`src/rtl/vector_issue_unit.sv`:
```
// In-order, out-of-FU vector instruction issue unit with per-FU operand scoreboard and DDR arbitration.
// Optional saturating issue/stall counters are enabled by defining ISSUE_PERF_CNT_EN.
module vector_issue_unit #(
  parameter int unsigned       NUM_FU    = 4,
  parameter int unsigned       NUM_VREGS = 8,
  parameter int unsigned       PC_W      = 8,
  parameter logic [NUM_FU-1:0] DDR_MASK  = 4'b0101,
  localparam int unsigned      RW        = $clog2(NUM_VREGS)
) (
  input  logic                 clk_i,
  input  logic                 rst_ni,
  input  logic                 start_i,
  output logic                 ready_o,
  output logic                 done_o,
  input  logic                 abort_i,
  input  logic [PC_W-1:0]      prog_len_i,
  input  logic [7:0]           iters_i,
  output logic [PC_W-1:0]      pc_o,
  input  logic [2:0]           instr_fu_i,
  input  logic [RW-1:0]        instr_va_i,
  input  logic [RW-1:0]        instr_vb_i,
  input  logic [RW-1:0]        instr_vy_i,
  input  logic [2:0]           instr_use_i,
  output logic [NUM_FU-1:0]    fu_valid_o,
  input  logic [NUM_FU-1:0]    fu_ready_i,
  output logic [NUM_FU*RW-1:0] fu_va_o,
  output logic [NUM_FU*RW-1:0] fu_vb_o,
  output logic [NUM_FU*RW-1:0] fu_vy_o,
  output logic [2:0]           ddr_owner_o
`ifdef ISSUE_PERF_CNT_EN
  ,
  output logic [31:0]          perf_issue_o,
  output logic [31:0]          perf_stall_o
`endif
);

  typedef enum logic [1:0] {ST_IDLE, ST_ISSUE, ST_DRAIN} state_e;

  state_e            state_q, state_d;
  logic [PC_W-1:0]   pc_q, pc_d;
  logic [7:0]        iter_q, iter_d;
  logic [NUM_FU-1:0] valid_q, valid_d;
  logic [RW-1:0]     va_q [NUM_FU];
  logic [RW-1:0]     va_d [NUM_FU];
  logic [RW-1:0]     vb_q [NUM_FU];
  logic [RW-1:0]     vb_d [NUM_FU];
  logic [RW-1:0]     vy_q [NUM_FU];
  logic [RW-1:0]     vy_d [NUM_FU];
  logic [2:0]        use_q [NUM_FU];
  logic [2:0]        use_d [NUM_FU];
  logic              done_q, done_d;
  logic [2:0]        owner_q, owner_d;
  logic              owner_vld_q, owner_vld_d;

  logic [NUM_FU-1:0]    busy;
  logic [7:0]           busy8, ddr8;
  logic [NUM_VREGS-1:0] reg_busy;
  logic                 fu_ok, hazard, ddr_conflict, stall;

  assign busy = ~fu_ready_i | valid_q;

  // Zero-extend per-FU vectors to 8 so any 3-bit FU code indexes safely.
  always_comb begin
    busy8 = '0;
    ddr8  = '0;
    for (int unsigned f = 0; f < NUM_FU; f++) begin
      busy8[f] = busy[f];
      ddr8[f]  = DDR_MASK[f];
    end
  end

  always_comb begin
    reg_busy = '0;
    for (int unsigned f = 0; f < NUM_FU; f++) begin
      if (busy[f]) begin
        if (use_q[f][0]) reg_busy[va_q[f]] = 1'b1;
        if (use_q[f][1]) reg_busy[vb_q[f]] = 1'b1;
        if (use_q[f][2]) reg_busy[vy_q[f]] = 1'b1;
      end
    end
  end

  always_comb begin
    fu_ok        = ({29'd0, instr_fu_i} < NUM_FU);
    hazard       = (instr_use_i[0] & reg_busy[instr_va_i]) |
                   (instr_use_i[1] & reg_busy[instr_vb_i]) |
                   (instr_use_i[2] & reg_busy[instr_vy_i]);
    ddr_conflict = ddr8[instr_fu_i] & (|(busy8 & ddr8));
    stall        = fu_ok & (busy8[instr_fu_i] | hazard | ddr_conflict);
  end

  always_comb begin
    state_d     = state_q;
    pc_d        = pc_q;
    iter_d      = iter_q;
    valid_d     = '0;
    va_d        = va_q;
    vb_d        = vb_q;
    vy_d        = vy_q;
    use_d       = use_q;
    done_d      = 1'b0;
    owner_d     = owner_q;
    owner_vld_d = owner_vld_q;
    case (state_q)
      ST_IDLE: begin
        if (start_i) begin
          pc_d    = '0;
          iter_d  = (iters_i == 8'd0) ? 8'd1 : iters_i;
          state_d = (prog_len_i == '0) ? ST_DRAIN : ST_ISSUE;
        end
      end
      ST_ISSUE: begin
        if (abort_i) begin
          state_d = ST_DRAIN;
        end else if (!stall) begin
          for (int unsigned f = 0; f < NUM_FU; f++) begin
            if ({29'd0, instr_fu_i} == f) begin
              valid_d[f] = 1'b1;
              va_d[f]    = instr_va_i;
              vb_d[f]    = instr_vb_i;
              vy_d[f]    = instr_vy_i;
              use_d[f]   = instr_use_i;
            end
          end
          if (fu_ok && ddr8[instr_fu_i]) begin
            owner_d     = instr_fu_i;
            owner_vld_d = 1'b1;
          end
          if (pc_q == prog_len_i - PC_W'(1)) begin
            if (iter_q > 8'd1) begin
              pc_d   = '0;
              iter_d = iter_q - 8'd1;
            end else begin
              state_d = ST_DRAIN;
            end
          end else begin
            pc_d = pc_q + PC_W'(1);
          end
        end
      end
      ST_DRAIN: begin
        if (busy == '0) begin
          done_d  = 1'b1;
          state_d = ST_IDLE;
        end
      end
      default: state_d = ST_IDLE;
    endcase
  end

  always_ff @(posedge clk_i or negedge rst_ni) begin
    if (!rst_ni) begin
      state_q     <= ST_IDLE;
      pc_q        <= '0;
      iter_q      <= '0;
      valid_q     <= '0;
      done_q      <= 1'b0;
      owner_q     <= 3'd7;
      owner_vld_q <= 1'b0;
      for (int unsigned f = 0; f < NUM_FU; f++) begin
        va_q[f]  <= '0;
        vb_q[f]  <= '0;
        vy_q[f]  <= '0;
        use_q[f] <= '0;
      end
    end else begin
      state_q     <= state_d;
      pc_q        <= pc_d;
      iter_q      <= iter_d;
      valid_q     <= valid_d;
      done_q      <= done_d;
      owner_q     <= owner_d;
      owner_vld_q <= owner_vld_d;
      va_q        <= va_d;
      vb_q        <= vb_d;
      vy_q        <= vy_d;
      use_q       <= use_d;
    end
  end

  assign ready_o     = (state_q == ST_IDLE);
  assign done_o      = done_q;
  assign pc_o        = pc_q;
  assign fu_valid_o  = valid_q;
  // Owner is tracked as the last DDR issue and shown only while that FU stays busy.
  assign ddr_owner_o = (owner_vld_q && busy8[owner_q]) ? owner_q : 3'd7;

  always_comb begin
    fu_va_o = '0;
    fu_vb_o = '0;
    fu_vy_o = '0;
    for (int unsigned f = 0; f < NUM_FU; f++) begin
      fu_va_o[f*RW +: RW] = va_q[f];
      fu_vb_o[f*RW +: RW] = vb_q[f];
      fu_vy_o[f*RW +: RW] = vy_q[f];
    end
  end

`ifdef ISSUE_PERF_CNT_EN
  logic [31:0] perf_issue_q, perf_issue_d, perf_stall_q, perf_stall_d;

  always_comb begin
    perf_issue_d = perf_issue_q;
    perf_stall_d = perf_stall_q;
    if (state_q == ST_IDLE && start_i) begin
      perf_issue_d = '0;
      perf_stall_d = '0;
    end else if (state_q == ST_ISSUE && !abort_i) begin
      if (stall) begin
        if (perf_stall_q != '1) perf_stall_d = perf_stall_q + 32'd1;
      end else if (fu_ok && perf_issue_q != '1) begin
        perf_issue_d = perf_issue_q + 32'd1;
      end
    end
  end

  always_ff @(posedge clk_i or negedge rst_ni) begin
    if (!rst_ni) begin
      perf_issue_q <= '0;
      perf_stall_q <= '0;
    end else begin
      perf_issue_q <= perf_issue_d;
      perf_stall_q <= perf_stall_d;
    end
  end

  assign perf_issue_o = perf_issue_q;
  assign perf_stall_o = perf_stall_q;
`endif

endmodule

```
`config.mk`:
```
export PLATFORM = sky130hd
export DESIGN_NAME = vector_issue_unit
export DESIGN_NICKNAME = d
export VERILOG_FILES = /design/src/rtl/vector_issue_unit.sv
export SDC_FILE = /design/constraint.sdc
export NUM_CORES = 1
export LEC_CHECK = 0
export CAP_MARGIN = 20
export CORE_AREA = 2 2 137 106
export DETAILED_ROUTE_END_ITERATION = 16
export DIE_AREA = 0 0 139 108
export PLACE_DENSITY_LB_ADDON = 0.15
export SYNTH_ARGS = -nofsm -noshare
export SYNTH_HDL_FRONTEND = slang
export SYNTH_SLANG_ARGS = --single-unit
```
`constraint.sdc`:
```
create_clock -name clk_i -period 9.2 [get_ports clk_i]
set_input_delay 1.84 -clock clk_i [delete_from_list [all_inputs] [get_ports clk_i]]
set_output_delay 1.84 -clock clk_i [all_outputs]
set_load 0.05 [all_outputs]
```
Yosys cells after proc, flatten, opt, wreduce, memory -nomap -nowiden --
Memory sizes are Yosys's and may differ from the RTL's. Cells that the tools add are included.
Word-level totals: input port bits 39, memories 1, logic and storage cells 217, register bits after elaboration 75, bits in read-only memories 8
Memories:
- (name not given) | words 8, width 1, read ports 1, clocked after Yosys merged registers in 0, wr ports 0, RTL line 125 | if (fu_ok && ddr8[instr_fu_i]) begin
Cells by class: $add $sub $neg 3, reduce and logical (&&, ||, !) cells 29, bitwise logic cells 24, multiplexer cells 90, $lt $le $gt $ge 31, equality and inequality tests 16
Operators by type and width (count):
- two-way mux 8 bit | 35
- bitwise OR 8 bit | 11
- less-than comparator 3 x 4 -> 1 bit, second input constant | 17
- demux 1 bit (select 3 bit) | 12
- >= comparator 3 x 1 -> 1 bit, second input constant | 12
- one-hot mux 8 bit (2 select lines) | 2
- two-way mux 1 bit | 24
- AND reduction 4 bit | 5
- zero test 8 bit | 2
- subtractor 8 x 1 -> 8 bit, second input constant | 2
- binary-select mux 1 bit (select 3 bit) | 5
- logical AND 1 bit | 14
- two-way mux 2 bit | 7
- two-way mux 4 bit | 3
- inequality test 2 bit, second input constant | 6
- inequality test 3 bit, second input constant | 4
- AND reduction 5 bit | 2
- adder 8 x 1 -> 8 bit, second input constant | 1
- == test 8 bit | 1
- > comparator 8 x 1 -> 1 bit, second input constant | 1
- == test 3 x 2 -> 1 bit, second input constant | 2
- one-hot mux 2 bit (3 select lines) | 1
- AND reduction 6 bit | 1
- AND 1 bit | 5
- 14 further kinds | 18

Depth between registers and ports, before layout --
Gate-level depths: netlist of run 1.
depth in word-level cells 50, gate-level depth with buffers 12, gate-level depth less buffers 11

Worst setup path before layout of run 1 --
OpenSTA, ideal clock, no wires.
path type input to output, start in fu_ready_i[0], end out ddr_owner_o[0], slack 4.235 ns, data arrival time 3.125 ns, stages on the path 4, buffers on the path 0, path through and2b_1 mux4_2 nor3b_1 nand2b_1
On the way: word-level cells in the longest chain between the ends 6
RTL lines:
- start: declaration | RTL line 25 | input logic [NUM_FU-1:0] fu_ready_i,
- inverter 4 bit | RTL line 60 | assign busy = ~fu_ready_i | valid_q;
- bitwise OR 4 bit | RTL line 60
- binary-select mux 1 bit (select 3 bit) | RTL line 186 | assign ddr_owner_o = (owner_vld_q && busy8[owner_q]) ? owner_q : 3'd7;
- two-way mux 1 bit (not written as such) | RTL line 186
- logical AND 1 bit | RTL line 186
- two-way mux 3 bit | RTL line 186
- end: declaration | RTL line 29 | output logic [2:0] ddr_owner_o
Every way passes these cells. The select of a mux whose other input is x is not followed.

Worst setup path in the final report of run 1 --
start in fu_ready_i[2], end out ddr_owner_o[1]
The elaborated chain is that of the path after synthesis.

==> results.yml, run 1 <==
power_and_ir_drop:
  power.leakage_nw: 2.439
  switching_share: 0.4512
  internal-power_mw: 1.002
  p_sw_uw: 823.4
  vdd_drop_max_mv: 0.1792
  pwr-share-seq: 0.370
  p_clk_frac: 0.208
  power_frac_comb: 0.422
  pwr_density_cell_mw_per_mm2: 282.5
sta:
  worst_pin_slew_ns: 0.9694
  relSlewSlack: 0.3537
  fin_tns_setup_ns: 0
  grt_setup_unrepaired: "false"
  fin_crit_sh: 0.6648
  timing.fmax_mhz: 163.5
  slew_violations: 0
  hold_violations: 0
  fin_skew_ns: 0.005995
  holdWs_ns: 0.4763
  min_period_ns: 6.116
  setup_viol: 0
final_layout:
  insertedDiodeCount: 0
  fin_cells: 775
  area_growth_pct: 26.76
  nNetsFinal: 638
  post-route-util: 0.4779
  drive_gt1_frac: 0.04167
  mostFrequentLayoutCells: "clkdlybuf4s50_1 (90), dfrtp_1 (72), mux2_1 (50), nand4b_1 (38), nor4bb_1 (38)"
  mostFrequentLayoutCell: "clkdlybuf4s50_1"
floorplanning:
  die-area_mm2: 0.01501
  placementRows: 37
  fp.coreArea_mm2: 0.01352
  start_util: 0.3770
  die_x_um: 139
  io_pins: 92
  dieHeight_um: 108
clock_tree:
  cts_tree: "yes"
  insertion_delay_ns: 0.33
  ctsRootBufferMaster: "clkbuf_16"
  clk_pin_slew_ns: 0.06
  postCtsResizedCells: 0
  cts.path.max_buffers: 2
  cts_max_level: 3
  cts.sinks: 75
  cts-buffers-inserted: 9
  post_cts_buffers: 0
  ctsHoldBuffers: 0
routing:
  drt_wl_total_um: 15920
  drc: 0
  viasPerCell: 6.139
  first_pass_iters: 5
  drtIter0Drc: 398
  wl_met3_um: 1114
  wire_per_inst_um: 20.54
  route.met2.wl_um: 6802
  highest_layer: "met4"
  m1WireLength_um: 7835
  ant_nets: 0
  route.vias.total: 4758
place:
  gp_congestion: 0.9298
  dpl.cell_count: 758
  dp_hpwl_um: 11320
  port_buffers: 91
yosys:
  syn-cell-area_mm2: 0.005096
  syn-num-nets: 555
  synth_cells: 512
  syn-mean-instance-area_um2: 9.953
  synth.distinct_cells: 60
  synth-edff-count: 0
  synth_ff_type: "dfrtp_1"
  synth_seq_area_share: 0.3690
  yosys_register_bits: 75
  yosysWarnings: 0
  synthArstFlopShare: 1.000
setup_path:
  worst-path-buf-inv: 2
  slowest_delay_ns: 0.71
  cp-start-kind: "input pin"
  crit_family: "buffers and inverters"
  critical-path-slowest-cell: "clkdlybuf4s50_1"
  r2r-start: "fu_vy_o[5]"
  critPathMaxFanout: 7
  crit_chain: "clkdlybuf4s50_1 > and2b_1 > mux4_2 > nor3b_1 > nand2b_1 > clkdlybuf4s50_1"
  cp_common_cell: "clkdlybuf4s50_1"
  worstPathRequired_ns: 7.36
  startpoint: "fu_ready_i[2]"
  crit_arrival_ns: 4.28
  cp-end-kind: "output port"
  crit_type: "in -> out"
grt:
  grt_pass1_wl_um: 24920
  grt_pass1_vias: 4391
  antenna_found_initial: 0
  grt_usage: 0.2115
  grt_max_degree: 76
  grt.overflow.total: 0
min_path:
  min_from: "owner_vld_q"
  hold_class: "reg -> reg"
flow_run:
  max_cap_viol_count: 0
outcome:
  status: "completed"
[path summary, 6_finish.rpt]
kind | end | slack [ns] | cells after the start
setup reg to reg | fu_vb_o[8] | 5.19 | 9
hold / removal | owner_vld_q | 0.48 | 1
min in group asynchronous | fu_valid_o[2] | 1.66 | 1
hold reg to reg | owner_vld_q | 0.48 | 1
max in group asynchronous | fu_va_o[4] | 6.91 | 1
setup / recovery | ddr_owner_o[1] | 3.08 | 6
[power by group through the flow]
stage / combinational, mW / clock [mW] / sequential, mW
detailed placement: 0.765 / 0 / 0.672
CTS: 0.769 / 0.389 / 0.666
global route: 0.817 / 0.402 / 0.708
global placement: 0.757 / 0 / 0.659
floorplan: 0.336 / 0 / 0.811
finish: 0.770 / 0.380 / 0.676
[area by class of cell]
type | count | area [µm²]
fill | 1275 | 7058
multi-input combinational | 402 | 3068
sequential | 75 | 1881
timing repair buffer | 92 | 915.9
clock buffer | 11 | 242.7
tap | 175 | 219.0
clock inverter | 5 | 77.57
inverter | 15 | 56.30
[per-stage QoR]
step / instance area (µm²) / power (mW) / setup WS, ns
finish: 6460 / 1.825 / 3.084
floorplan: 5096 / 1.147 / 4.235
global route: 6460 / 1.927 / 2.980
global placement: 6132 / 1.416 / 3.114
detailed placement: 6132 / 1.437 / 3.102
CTS: 6452 / 1.824 / 3.104
[worst register-to-register path: stages, from the launching register on]
cell and delay (ns):
dfrtp_1 0.49, nor4bb_1 0.18, o31ai_1 0.61, nand4_1 0.22, o2bb2ai_1 0.20, nor4_1 0.40
nand3_1 0.21, nor4_2 0.54, and2_1 0.66, mux2_1 0.40
[cells by family (layout without fill, tap and decap cells)]
kind of cell / Yosys count / after routing / share of synthesized area
AOI/OAI and AO/OA: 101 / 101 / 0.1370
xor gates and xnor gates: 9 / 9 / 0.01547
adders and majority gates: 4 / 4 / 0.009821
DFF: 75 / 75 / 0.3690
and+or+nand+nor: 232 / 232 / 0.3148
muxes: 56 / 56 / 0.1250
buffers and inverters: 35 / 123 / 0.02897
[state kept, by name, indices dropped and copies added, names as in the netlist]
signal       cells
iter_q           8
fu_valid_o       4
owner_q          3
state_q          2
fu_va_o         12
fu_vb_o         12
pc_o             8
done_o           1
fu_vy_o         12
owner_vld_q      1
use_q           12
[cell usage after synthesis (all sizes together), types with 2 or more instances]
master    n  area [µm²]
a31oi    18       112.6
nor4     11       75.07
a211oi    2       15.01
o211ai    2       15.01
nor3     12       65.06
mux2i     4       40.04
xnor2     6       52.55
and3      2       12.51
o31a      8       70.07
nor4bb   38       380.4
nand4    18       112.6
and2      7       43.79
nand3     4       20.02
a2111oi   2       17.52
o31ai    10       75.07
inv      15       56.30
clkbuf   13       50.04
ha        4       50.05
o21ai    20       100.1
nand2    31       116.4
dfstp     3       78.83
nand4b   38       332.8
buf       7       41.28
nor4b    15       131.4
mux2     51       574.3
nand2b   10       62.56
or3       7       43.79
nor3b     3       22.52
nor2     20       75.07
o41ai     2       17.52
xor2      3       26.28
o22ai     4       25.02
a32o      3       30.03
o2bb2ai   3       26.28
and2b     4       30.03
a41oi     4       35.03
o32ai     3       26.28
a21oi    12       60.06
dfrtp    72        1802
nor2b     8       50.05
[routing by layer]
layer  GRT usage  up-vias
met1      0.3188     2354
li1            -     2215
met2      0.3089      172
met3     0.04960       17
met5           0        -
met4     0.04329        0
Power figures use the tool's default switching activity.
==> run 2, diff against run 1 <==
==> constraint.sdc (replaced) <==
create_clock -name clk_i -period 6 [get_ports clk_i]
set_input_delay 1.2 -clock clk_i [delete_from_list [all_inputs] [get_ports clk_i]]
set_output_delay 1.2 -clock clk_i [all_outputs]
set_load 0.05 [all_outputs]
==> run 2 against run 1 <==
Effect of this change:
- clock skew grew 0.0031 ns
- clock power rose by 33%
- setup slack got worse by 2.0 ns
- cell area decreased by 0.19%
- worst hold slack lost 0.0051 ns
- via count up 0.84%
- core utilization down 0.093 points
- critical path depth is 4 higher
==> results.yml, run 2 (same netlist as run 1, synthesis figures left out) <==
clock_tree:
  cts.path.max_buffers: 2
  cts_tree: "yes"
  postCtsResizedCells: 0
  cts.sinks: 75
  cts_max_level: 3
  insertion_delay_ns: 0.34
  ctsHoldBuffers: 0
  ctsRootBufferMaster: "clkbuf_16"
  post_cts_buffers: 0
  clk_pin_slew_ns: 0.06
  cts-buffers-inserted: 9
place:
  place_area_mm2: 0.006147
  dp_hpwl_um: 11460
  port_buffers: 91
  gp_congestion: 0.9379
  place_ws_ns: 0.7979
  dpl.cell_count: 760
outcome:
  status: "completed"
power_and_ir_drop:
  power.leakage_nw: 2.432
  vdd_drop_max_mv: 0.2442
  p_clk_frac: 0.185
  p_sw_mw: 1.271
  total_power_mw: 2.725
  internal-power_mw: 1.454
  switching_share: 0.4665
  pwr_density_cell_mw_per_mm2: 422.6
  pwr-share-seq: 0.380
  power_frac_comb: 0.435
grt:
  antenna_found_initial: 0
  grt.overflow.total: 0
  grt_usage: 0.2135
  grt_pass1_vias: 4461
  grt_max_degree: 76
  grt_pass1_wl_um: 25240
sta:
  timing.fmax_mhz: 203.4
  relSlewSlack: 0.4608
  fin_tns_setup_ns: 0
  fin_skew_ns: 0.009128
  hold_violations: 0
  min_period_ns: 4.917
  grt_setup_unrepaired: "false"
  fin_crit_sh: 0.8195
  holdWs_ns: 0.4711
  slew_violations: 0
  timing.final.ws_setup_ns: 1.083
  setup_viol: 0
  worst_pin_slew_ns: 0.8072
min_path:
  holdPathStages: 1
  hold_class: "reg -> reg"
routing:
  drc: 0
  route.vias.total: 4798
  first_pass_iters: 5
  viasPerCell: 6.175
  ant_nets: 0
  drt_wl_total_um: 15980
  drtIter0Drc: 428
  wire_per_inst_um: 20.56
setup_path:
  slowest_delay_ns: 0.65
  cp-start-kind: "input pin"
  cp-end-kind: "flop"
  crit_arrival_ns: 5.13
  worst-r2r-cell-count: 9
  crit_chain: "clkdlybuf4s50_1 > nor2b_1 > a31oi_1 > nor4_1 > o32ai_1 > nor4b_1 > nand3_1 > nor4_2 > and2_1 > mux2_1"
  critPathMaxFanout: 13
  crit_type: "in -> reg"
  critical-path-slowest-cell: "and2_1"
  worstPathRequired_ns: 6.21
final_layout:
  fin_cells: 777
  fin_area_mm2: 0.006447
  mostFrequentLayoutCells: "clkdlybuf4s50_1 (90), dfrtp_1 (72), mux2_1 (50), nand4b_1 (38), nor4bb_1 (38)"
  regArea_mm2: 0.001881
  mostFrequentLayoutCell: "clkdlybuf4s50_1"
  area_growth_pct: 26.52
  drive_gt1_frac: 0.04485
  nNetsFinal: 640
  fillers: 1303
  post-route-util: 0.4770
  multi_input_area_mm2: 0.003068
  insertedDiodeCount: 0
floorplanning:
  die_x_um: 139
  start_util: 0.3770
  fp.coreArea_mm2: 0.01352
  io_pins: 92
  dieHeight_um: 108
  die-area_mm2: 0.01501
  placementRows: 37
flow_run:
  max_cap_viol_count: 0
-- run 2: cell types whose count changed in the layout (fill, tap and decap cells not counted), sizes merged --
| cell | before | now |
|---|---|---|
| buf | 2 | 4 |
| clkinvlp | 1 | 2 |
| clkinv | 2 | 3 |
| bufinv | 2 | 0 |
-- run 2: final cells by class --
type / count / share of cell area
Clock inverter: 5 / 0.004657
Inverter: 15 / 0.008733
Multi-Input combinational cell: 402 / 0.4758
Sequential cell: 75 / 0.2917
Timing Repair Buffer: 94 / 0.1475
Tap cell: 175 / 0.03396
Clock buffer: 11 / 0.03765
-- run 2: power groups by stage --
| stage | clock (mW) | sequential [mW] | combinational (mW) |
|---|---|---|---|
| 2_1_floorplan | 0 | 1.24 | 0.516 |
| 3_3_place_gp | 0 | 1.01 | 1.17 |
| 3_5_place_dp | 0 | 1.03 | 1.18 |
| 4_1_cts | 0.517 | 1.02 | 1.19 |
| 5_1_grt | 0.541 | 1.08 | 1.26 |
| 6_report | 0.505 | 1.03 | 1.18 |
-- run 2: layer usage --
layer / global-route usage / wire (µm)
met5: 0 / 0
met4: 0.05700 / 198
met1: 0.3265 / 7965
met2: 0.3001 / 6616
met3: 0.05004 / 1197
-- run 2: worst paths after layout --
| path | start | end | slack, ns |
|---|---|---|---|
| setup / recovery | fu_ready_i[3] | use_q[5] | 1.08 |
| hold / removal | owner_vld_q | owner_vld_q | 0.47 |
| setup reg to reg | fu_valid_o[2] | use_q[5] | 2.03 |
| hold reg to reg | owner_vld_q | owner_vld_q | 0.47 |
| max in group asynchronous | rst_ni | owner_q[2] | 4.60 |
| min in group asynchronous | rst_ni | use_q[3] | 0.77 |
-- run 2: worst max-delay path, delay by kind of cell --
kind                   cells  cell delay, ns
AO/OA/AOI/OAI              2            0.28
buffers and inverters      1            0.50
multiplexers               1            0.38
AND/OR/NAND/NOR            6            2.75
